`src/rtl/sort_array_loader.sv`:
```
// sort_array_loader: upstream feeder for the bubble-sort engine.
// Takes N words over a valid/ready stream, writes them to sorter memory
// addresses 0..N-1, pulses sort_start once, then blocks input until the
// sorter reports done. Back-to-back jobs run without software help.
//
// Ports:
//   clk, rst      clock and synchronous active-high reset
//   in_valid      producer has a word on in_data
//   in_data       word to store
//   in_ready      loader accepts a word this cycle (from registered state only)
//   mem_wr        write strobe to sorter data memory
//   mem_addr      write address (holds its value when mem_wr is low)
//   mem_wdata     write data (holds its value when mem_wr is low)
//   sort_start    one-cycle start pulse to the sorter
//   sort_done     sorter finished (level or pulse)
//   busy          high from first accepted word until sort_done is taken
//   job_count     completed sort jobs, wraps 255 -> 0
module sort_array_loader #(
  parameter int unsigned N  = 10,
  parameter int unsigned W  = 8,
  parameter int unsigned AW = 4
) (
  input  logic          clk,
  input  logic          rst,
  input  logic          in_valid,
  input  logic [W-1:0]  in_data,
  output logic          in_ready,
  output logic          mem_wr,
  output logic [AW-1:0] mem_addr,
  output logic [W-1:0]  mem_wdata,
  output logic          sort_start,
  input  logic          sort_done,
  output logic          busy,
  output logic [7:0]    job_count
);

  typedef enum logic [1:0] {StLoad, StFlush, StStart, StWait} state_e;

  localparam logic [AW-1:0] LastPtr = AW'(N - 1);

  state_e        state_q;
  logic [AW-1:0] ptr_q;

  // No combinational path from in_valid.
  assign in_ready = (state_q == StLoad);

  always_ff @(posedge clk) begin
    if (rst) begin
      state_q    <= StLoad;
      ptr_q      <= '0;
      mem_wr     <= 1'b0;
      mem_addr   <= '0;
      mem_wdata  <= '0;
      sort_start <= 1'b0;
      busy       <= 1'b0;
      job_count  <= '0;
    end else begin
      mem_wr     <= 1'b0;
      sort_start <= 1'b0;
      unique case (state_q)
        StLoad: begin
          if (in_valid) begin
            mem_wr    <= 1'b1;
            mem_addr  <= ptr_q;
            mem_wdata <= in_data;
            busy      <= 1'b1;
            if (ptr_q == LastPtr) begin
              ptr_q   <= '0;
              state_q <= StFlush;
            end else begin
              ptr_q <= ptr_q + AW'(1);
            end
          end
        end
        // The write of the last element is on the memory port here; raise
        // the start pulse so it is visible during StStart.
        StFlush: begin
          sort_start <= 1'b1;
          state_q    <= StStart;
        end
        // sort_done ignored here: it may be a stale level from the last job.
        StStart: begin
          state_q <= StWait;
        end
        StWait: begin
          if (sort_done) begin
            state_q   <= StLoad;
            busy      <= 1'b0;
            job_count <= job_count + 8'd1;
          end
        end
        default: state_q <= StLoad;
      endcase
    end
  end

endmodule

```
`config.mk`:
```
export PLATFORM = sky130hd
export DESIGN_NAME = sort_array_loader
export DESIGN_NICKNAME = d
export VERILOG_FILES = /design/src/rtl/sort_array_loader.sv
export SDC_FILE = /design/constraint.sdc
export NUM_CORES = 1
export LEC_CHECK = 0
export CORE_ASPECT_RATIO = 0.5
export CORE_MARGIN = 10
export CORE_UTILIZATION = 45
export DETAILED_ROUTE_END_ITERATION = 10
export PLACE_DENSITY_LB_ADDON = 0.12
export REMOVE_ABC_BUFFERS = 1
export SLEW_MARGIN = 20
export SYNTH_ARGS = -nofsm -noshare
export SYNTH_HDL_FRONTEND = slang
export SYNTH_SLANG_ARGS = --single-unit
```
`constraint.sdc`:
```
create_clock -name clk -period 2.19 [get_ports clk]
set_clock_uncertainty 0.15 [all_clocks]
set_input_delay 0.5475 -clock clk [delete_from_list [all_inputs] [get_ports clk]]
set_output_delay 0.5475 -clock clk [all_outputs]
set_load 0.05 [all_outputs]
```
## Word-level counts from Yosys, hierarchy flattened

Index checks and enable logic that the tools add are counted.

- Input bits: 12
- Output and inout port bits: 24
- Flip-flop bits (word level): 29
- Word-level logic and storage cells: 35

- $add $sub $neg: 2
- Bitwise operators: 1
- Multiplexer cells: 10
- Equal/unequal tests: 7
- Reductions and logical operators: 7

Operators with widths:

| operator | number |
|---|---|
| 8-bit by 1-bit adder with 8-bit output, second input constant | 1 |
| 2-bit case mux with 4 select lines | 1 |
| 2-bit two-way mux | 3 |
| 3-bit AND reduction | 2 |
| 4-bit by 1-bit adder with 4-bit output, second input constant | 1 |
| 2-bit equality test, second input constant | 2 |
| 4-bit equality test, second input constant | 1 |
| 1-bit two-way mux | 4 |
| 4-bit two-way mux | 1 |
| 2-bit inequality test, second input constant | 2 |
| 2-bit AND reduction | 2 |
| 2-bit by 1-bit equality test with 1-bit output, second input constant | 1 |
| 2-bit zero test | 1 |
| 2-bit by 1-bit inequality test with 1-bit output, second input constant | 1 |
| 1-bit case mux with 2 select lines | 1 |
| 2-bit nonzero test | 1 |
| 2-bit OR reduction | 1 |
| 1-bit inverter | 1 |

## Longest topological paths before layout

Gate-level depths: netlist of the first run.

- Word-level depth: 4
- Gate-level depth with buffers: 6

## Worst setup path after synthesis of the first run

OpenSTA, ideal clock, no wires.

- Path kind: register to register
- From: reg state_q[0]
- To: reg ptr_q[3]
- Path buffers: 0
- Period minus slack after synthesis: 1.891 ns
- Arrival: 1.667 ns
- Slack: 0.299 ns
- Setup time: 0.074 ns
- Cell stages (with the launch flop): 6
- Cell sequence: dfxtp_1 inv_1 ha_1 nand4_1 or3_1 a31oi_1

- Word-level cells in the longest chain between the ends: 2

Ends and longest elaborated chain:

| item | line | source |
|---|---|---|
| start, declared | 41 | `state_e state_q;` |
| start signal, assigned | 49 | `state_q <= StLoad;` |
| start signal, assigned | 69 | `state_q <= StFlush;` |
| start signal, assigned | 79 | `state_q <= StStart;` |
| 2-bit zero test | -- |  |
| named net in_ready | 27 | `output logic in_ready,` |
| 2-bit AND reduction (no source line) | -- |  |
| end signal, assigned | 71 | `ptr_q <= ptr_q + AW'(1);` |
| end, declared | 42 | `logic [AW-1:0] ptr_q;` |

The timed path passes the listed nets, and every way through them passes these cells.
A chain may end at the register's enable or synchronous reset.

## Worst setup path after layout of the first run

- From: reg mem_wdata[0]
- To: out mem_wdata[0]

RTL lines:

| item | line | source |
|---|---|---|
| start, declared | 30 | `output logic [W-1:0] mem_wdata,` |
| start signal, assigned | 65 | `mem_wdata <= in_data;` |

No word-level cell between the ends.

==> results of run 1 <==
==> state kept, by name, indices dropped and copies added (netlist names) <==
register and flops:
job_count 8, mem_wdata 8, mem_addr 4, sort_start 1
busy 1, state_q 2, ptr_q 4, mem_wr 1
==> area by class of cell <==
cell class                      count  area (um^2)  area share (%)
Multi-Input combinational cell    100          586            34.8
Tap cell                           37         46.3            2.75
Timing Repair Buffer               38          348            20.7
Inverter                            6         22.5            1.34
Clock buffer                        7         96.3            5.72
Clock inverter                      1         5.00           0.297
Sequential cell                    29          581            34.5
==> layer usage <==
layer / part of all wire [%] / up-vias
li1: - / 553
met1: 46 / 464
met2: 45 / 21
met3: 7.4 / 5
met4: 1.6 / 0
met5: 0 / -
==> power by group <==
group	internal, mW	total [mW]	switching (mW)	leakage [nW]
Clock	0.283	0.474	0.191	0.0542
Sequential	0.545	0.555	0.0108	0.236
Combinational	0.0549	0.137	0.0825	0.359
Total	0.883	1.17	0.284	0.649
==> cell families after synthesis <==
family,Yosys count,share of synthesized area (%)
AOI/OAI and AO/OA,31,14.7
xor gates and xnor gates,4,2.90
adders and majority gates,6,6.21
buffers and inverters,11,3.52
DFF,29,48.0
muxes,2,1.66
and+or+nand+nor,57,23.0
==> metrics by stage <==
stage	power, mW	std cells	setup slack, ns	utilization, %	hold WS (ns)
2_1_floorplan	0.640	135	0.299	-	0.310
3_3_place_gp	0.704	210	0.165	61.2	0.291
3_5_place_dp	0.705	210	0.135	61.2	0.297
4_1_cts	1.18	218	0.0638	65.1	0.305
5_1_grt	1.22	218	0.0292	65.1	0.324
6_report	1.17	218	0.0788	65.1	0.305
==> placed cells by master, fill, tap and decap left out, types with 2 or more instances in the layout <==
master / n
clkdlybuf4s50_1: 20
nor2_1: 5
xnor2_1: 3
buf_4: 17
clkbuf_8: 7
nor2b_1: 3
o21ai_0: 5
a21oi_1: 20
nand2b_1: 3
or3_1: 5
inv_1: 6
nand2_1: 30
nand4_1: 2
ha_1: 6
mux2i_1: 2
dfxtp_1: 29
nand3_1: 4
==> worst max-delay path by stage <==
stage / endpoint / cells past startpoint
finish: mem_wdata[0] / 1
global route: mem_wdata[0] / 1
CTS: mem_addr[3] / 1
detailed placement: job_count[7] / 4
global placement: job_count[7] / 4
floorplan: ptr_q[3] / 5
==> key figures, run 1 <==
STA
  – # setup viols final: 0
  – Crit path time final: 2.11 ns
  – Worst-Margin Slew: between 0.5 and 0.6 ns
  – Final Hold Viols: 0
  – RSZ-0062 raised after global routing: false
  – Total negative slack: 0 ns
  – Fin. max-slew vios: 0
  – Fin crit share: 96.4%
  – Slew margin rel.: 66.2%
  – Fmax: around 0.47 GHz

Critical path
  – Startpoint types: flip-flop
  – Reg2reg start: state_q[0]
  – Worst reg2reg setup slack: between 0.4 and 0.5 ns
  – CP Data Arrival Time: between 1 and 1.5 ns
  – Crit path from: mem_wdata[0]
  – Required time worst endpoint: around 1.5 ns
  – Critical path class: flip-flop to output port
  – Slowest stage delay, CP: between 0.8 and 0.9 ns
  – Critical path's top delay family: buffers and inverters
  – WP buf/inv: 1
  – Reg2reg end: ptr_q[3]
  – Worst setup EP type: output port
  – Worst Reg-to-Reg Cells: 5
  – Critical Path Fanout Max: 2
  – CP Cell Sequence: clkdlybuf4s50_1
  – CP max-delay cell: clkdlybuf4s50_1

CTS
  – Max clock buf depth: 2
  – H-Tree Depth: 2
  – Worst-skew pair later-pin latency: 0.27 ns
  – Cts hold-fix bufs: 0
  – Post-CTS sizing: 0
  – Clock transition at path regs: approximately 0.060 ns
  – Post-CTS Setup Inserts: 0
  – Total CTS buffers: 5
  – Root Buffer: clkbuf_8
  – CTS sink cnt: 29
  – CTS tree: built

Detailed routing
  – Final wirelength: 2.67 mm
  – WL/cell: 12.2 um
  – DRT Pass-1 Iters: 3
  – ANT nets after route: 0
  – Vias: about 1.0k
  – # DRC: 0
  – DRT iter0 DRCs: 19
  – Vias per cell: around 4.8

Global routing
  – First-pass GRT wire length: ~4.5 mm
  – Global route total overflow: 0
  – Total track usage: a little over a tenth
  – Number of global-route vias before repair: about 1k
  – Met3 GRT Util: a little over 5%
  – Met1 Use GR: between 10% and 20%
  – Global route hottest layer: met2
  – Largest net degree at the start of global routing: 20
  – Routing usage on met2: between 10% and 20%
  – Initial antenna violation count: 0

Hold path
  – Worst Hold Launch: mem_wdata[7]
  – Worst Hold Path EP: mem_wdata[7]
  – Hold path depth: 2
  – Worst Hold Class: flip-flop to flip-flop

Synth
  – EDFF count, synth: 0
  – Library cells used by synthesis: 28
  – Average cell area after synthesis: 8.63 um^2
  – Yosys warning count: 0
  – Post-synth top area cell: dfxtp_1
  – Sequential fraction of the synthesis area: about half
  – Post-Synthesis Cell Area: around 1200 um^2
  – Commonest cells in the netlist: 30 x nand2_1, 29 x dfxtp_1, 20 x a21oi_1, 6 x ha_1, 6 x inv_1
  – Synth Flop Type: dfxtp_1
  – Synth top area cells: dfxtp_1 48%, nand2_1 9.3%, a21oi_1 8.3%
  – FFs w/ async S/R, synth: 0%
  – Synth top area share: approximately half
  – Count leader, synth: nand2_1
  – FF+latch count, synth: 29
  – Mapped Cells: 140

Pwr
  – Worst IR Drop VDD: 367 uV
  – Pwr dens: slightly below 700 nW/um^2
  – Static Leak: roughly 0.65 nW

Placed design
  – DP Wirelength: approximately 2.0 mm
  – Area post-placement: ~1600 um^2
  – Port Buf Inserts: 35
  – Routability cong.: just under 0.7

Die
  – Die X: 93.3 um
  – Ports: 36
  – Die height: 56.6 um
  – Row count: 13
  – CORE AREA: 2590 um^2
  – Die footprint: 5280 um^2
  – Initial core utilization: between 40% and 50%

Final layout
  – Final Instance Area: approximately 1700 um^2
  – Area grow syn2layout: 39.3%
  – Share of cells above drive strength 1: 15.5%
  – # diodes: 0
  – Fill count: about 220
  – Layout Nets: 198

Outcome
  – Status: completed

Job
  – Max-cap violations: 0
No activity file was read; power rests on OpenSTA's default activity.
==> run 2: changes to the inputs <==
--- a/config.mk
+++ b/config.mk
@@ -15,3 +15,4 @@
 export SYNTH_ARGS = -nofsm -noshare
 export SYNTH_HDL_FRONTEND = slang
 export SYNTH_SLANG_ARGS = --single-unit
+export TNS_END_PERCENT = 30
==> results of run 2 <==
Same layout as run 1: the final DEF is identical, and so are final timing and power.
==> run 3: changes to the inputs <==
--- a/config.mk
+++ b/config.mk
@@ -6,10 +6,10 @@
 export NUM_CORES = 1
 export LEC_CHECK = 0
 export CORE_ASPECT_RATIO = 0.5
-export CORE_MARGIN = 10
+export CORE_MARGIN = 1.5
 export CORE_UTILIZATION = 45
 export DETAILED_ROUTE_END_ITERATION = 10
-export PLACE_DENSITY_LB_ADDON = 0.12
+export PLACE_DENSITY = 0.77
 export REMOVE_ABC_BUFFERS = 1
 export SLEW_MARGIN = 20
 export SYNTH_ARGS = -nofsm -noshare
==> key figures, run 3 (same netlist as run 1, synthesis figures left out) <==
Outcome
  – Status: completed

Die
  – Die footprint: approximately 3000 um^2
  – CORE AREA: between 2000 and 3000 um^2
  – Initial core utilization: a little under half
  – Die height: 39.6 um
  – Row count: 13
  – Ports: 36
  – Die X: roughly 76 um

Detailed routing
  – DRT Pass-1 Iters: 4
  – ANT nets after route: 0
  – DRT iter0 DRCs: 28
  – Vias: 1059
  – # DRC: 0
  – WL/cell: approximately 12 um
  – Final wirelength: between 2 and 3 mm
  – Vias per cell: 4.90

Final layout
  – # diodes: 0
  – Area grow syn2layout: 38.3%
  – Regs by FF count: job_count: 8 flops, mem_wdata: 8 flops
  – Share of cells above drive strength 1: around an eighth
  – Most frequent cells in the layout: 30 x nand2_1, 29 x dfxtp_1, 24 x clkdlybuf4s50_1
  – Most common cell after layout, fill and taps aside: nand2_1
  – Layout Nets: roughly 200

CTS
  – Cts hold-fix bufs: 0
  – Post-CTS Setup Inserts: 0
  – Clock transition at path regs: 0.06 ns
  – H-Tree Depth: 2
  – Post-CTS sizing: 0
  – Total CTS buffers: 5
  – CTS sink cnt: 29
  – Worst-skew pair later-pin latency: approximately 0.27 ns
  – CTS tree: built
  – Max clock buf depth: 2
  – Root Buffer: clkbuf_8

Critical path
  – Reg2reg end: mem_addr[0]
  – Critical Path Fanout Max: 2
  – WP buf/inv: 1
  – CP Cell Sequence: clkdlybuf4s50_1
  – Critical path's top delay family: buffers and inverters
  – Worst setup EP type: output port
  – Critical path class: flip-flop to output port
  – Slowest stage delay, CP: 0.82 ns
  – Required time worst endpoint: about 1.5 ns
  – Startpoint types: flip-flop
  – CP max-delay cell: clkdlybuf4s50_1
  – Worst reg2reg setup slack: roughly 0.47 ns
  – Worst Reg-to-Reg Cells: 5
  – Reg2reg start: state_q[1]
  – CP Data Arrival Time: roughly 1.4 ns

Global routing
  – Total track usage: a little under a fifth
  – Largest net degree at the start of global routing: 28
  – Number of global-route vias before repair: approximately 940
  – Global route total overflow: 0
  – First-pass GRT wire length: between 4 and 5 mm
  – Initial antenna violation count: 0

Pwr
  – Clock share of power: a little under two fifths
  – Pwr dens: 670 nW/um^2
  – Worst IR Drop VDD: 366 uV
  – Switching share of power: about a quarter
  – Static Leak: between 0.6 and 0.7 nW
  – Reg power frac: 49.7%
  – Combinational power share: roughly 12%
  – Int Power: between 0.8 and 0.9 mW
  – Psw: ~0.27 mW

Job
  – Max-cap violations: 0

STA
  – Fin. max-slew vios: 0
  – RSZ-0062 raised after global routing: false
  – Final hold slack: around 0.30 ns
  – Slew margin rel.: 65.9%
  – Crit path time final: about 2.1 ns
  – Final Hold Viols: 0
  – Fmax: 0.470 GHz
  – Worst-Margin Slew: about 0.5 ns
  – # setup viols final: 0
  – Total negative slack: 0 ns
  – Fin crit share: 97.1%

Placed design
  – Port Buf Inserts: 35
  – Routability cong.: around 0.8
  – DP Wirelength: around 1.8 mm

Hold path
  – Worst Hold Class: flip-flop to flip-flop
  – Worst Hold Launch: mem_wdata[3]
  – Worst Hold Path EP: mem_wdata[3]
  – Hold path depth: 2
[run 3: cell types whose count changed in the layout (fill, tap and decap cells not counted)]
cell and change:
clkinv_2 -1, clkdlybuf4s50_1 +4, clkbuf_8 -1, clkbuf_1 +1, buf_4 -5
[run 3: metrics by stage]
step / setup WS (ns) / area, um^2 / instances / utilization (%) / power (mW)
after global routing: 0.0235 / 1670 / 216 / 65.0 / 1.16
after floorplan: 0.299 / 1190 / 135 / - / 0.640
after global placement: 0.164 / 1590 / 209 / 61.7 / 0.703
after detailed placement: 0.128 / 1590 / 209 / 61.7 / 0.706
after CTS: 0.0606 / 1670 / 216 / 65.0 / 1.13
final: 0.0643 / 1670 / 216 / 65.0 / 1.12
[run 3: power groups by stage]
stage	registers (mW)	logic [mW]	clock network, mW
detailed placement	0.567	0.138	0
CTS	0.556	0.139	0.438
global route	0.558	0.147	0.452
global placement	0.566	0.137	0
finish	0.556	0.138	0.426
floorplan	0.611	0.0300	0
[run 3: how the worst max path moves through the flow]
stage                      start      endpoint  slack, ns  cells past startpoint
CTS                  mem_addr[0]   mem_addr[0]       0.06                      1
global placement       sort_done  job_count[7]       0.16                      4
detailed placement     sort_done  job_count[7]       0.13                      4
finish               mem_addr[0]   mem_addr[0]       0.06                      1
floorplan             state_q[0]      ptr_q[3]       0.30                      5
global route        mem_wdata[5]  mem_wdata[5]       0.02                      1
[run 3: area by class of cell]
type	instances	area (um^2)
Tap cell	37	46.3
Clock buffer	7	86.3
Inverter	6	22.5
Sequential cell	29	581
Timing Repair Buffer	37	350
Fill cell	236	898
Multi-Input combinational cell	100	586
[run 3: routing by layer]
metal | up-vias | wire length (um) | track usage, %
li1 | 551 | - | -
met1 | 490 | 1130 | 18.9
met2 | 16 | 1310 | 35.0
met3 | 2 | 102 | 7.91
met4 | 0 | 11 | 5.56
met5 | - | 0 | 0
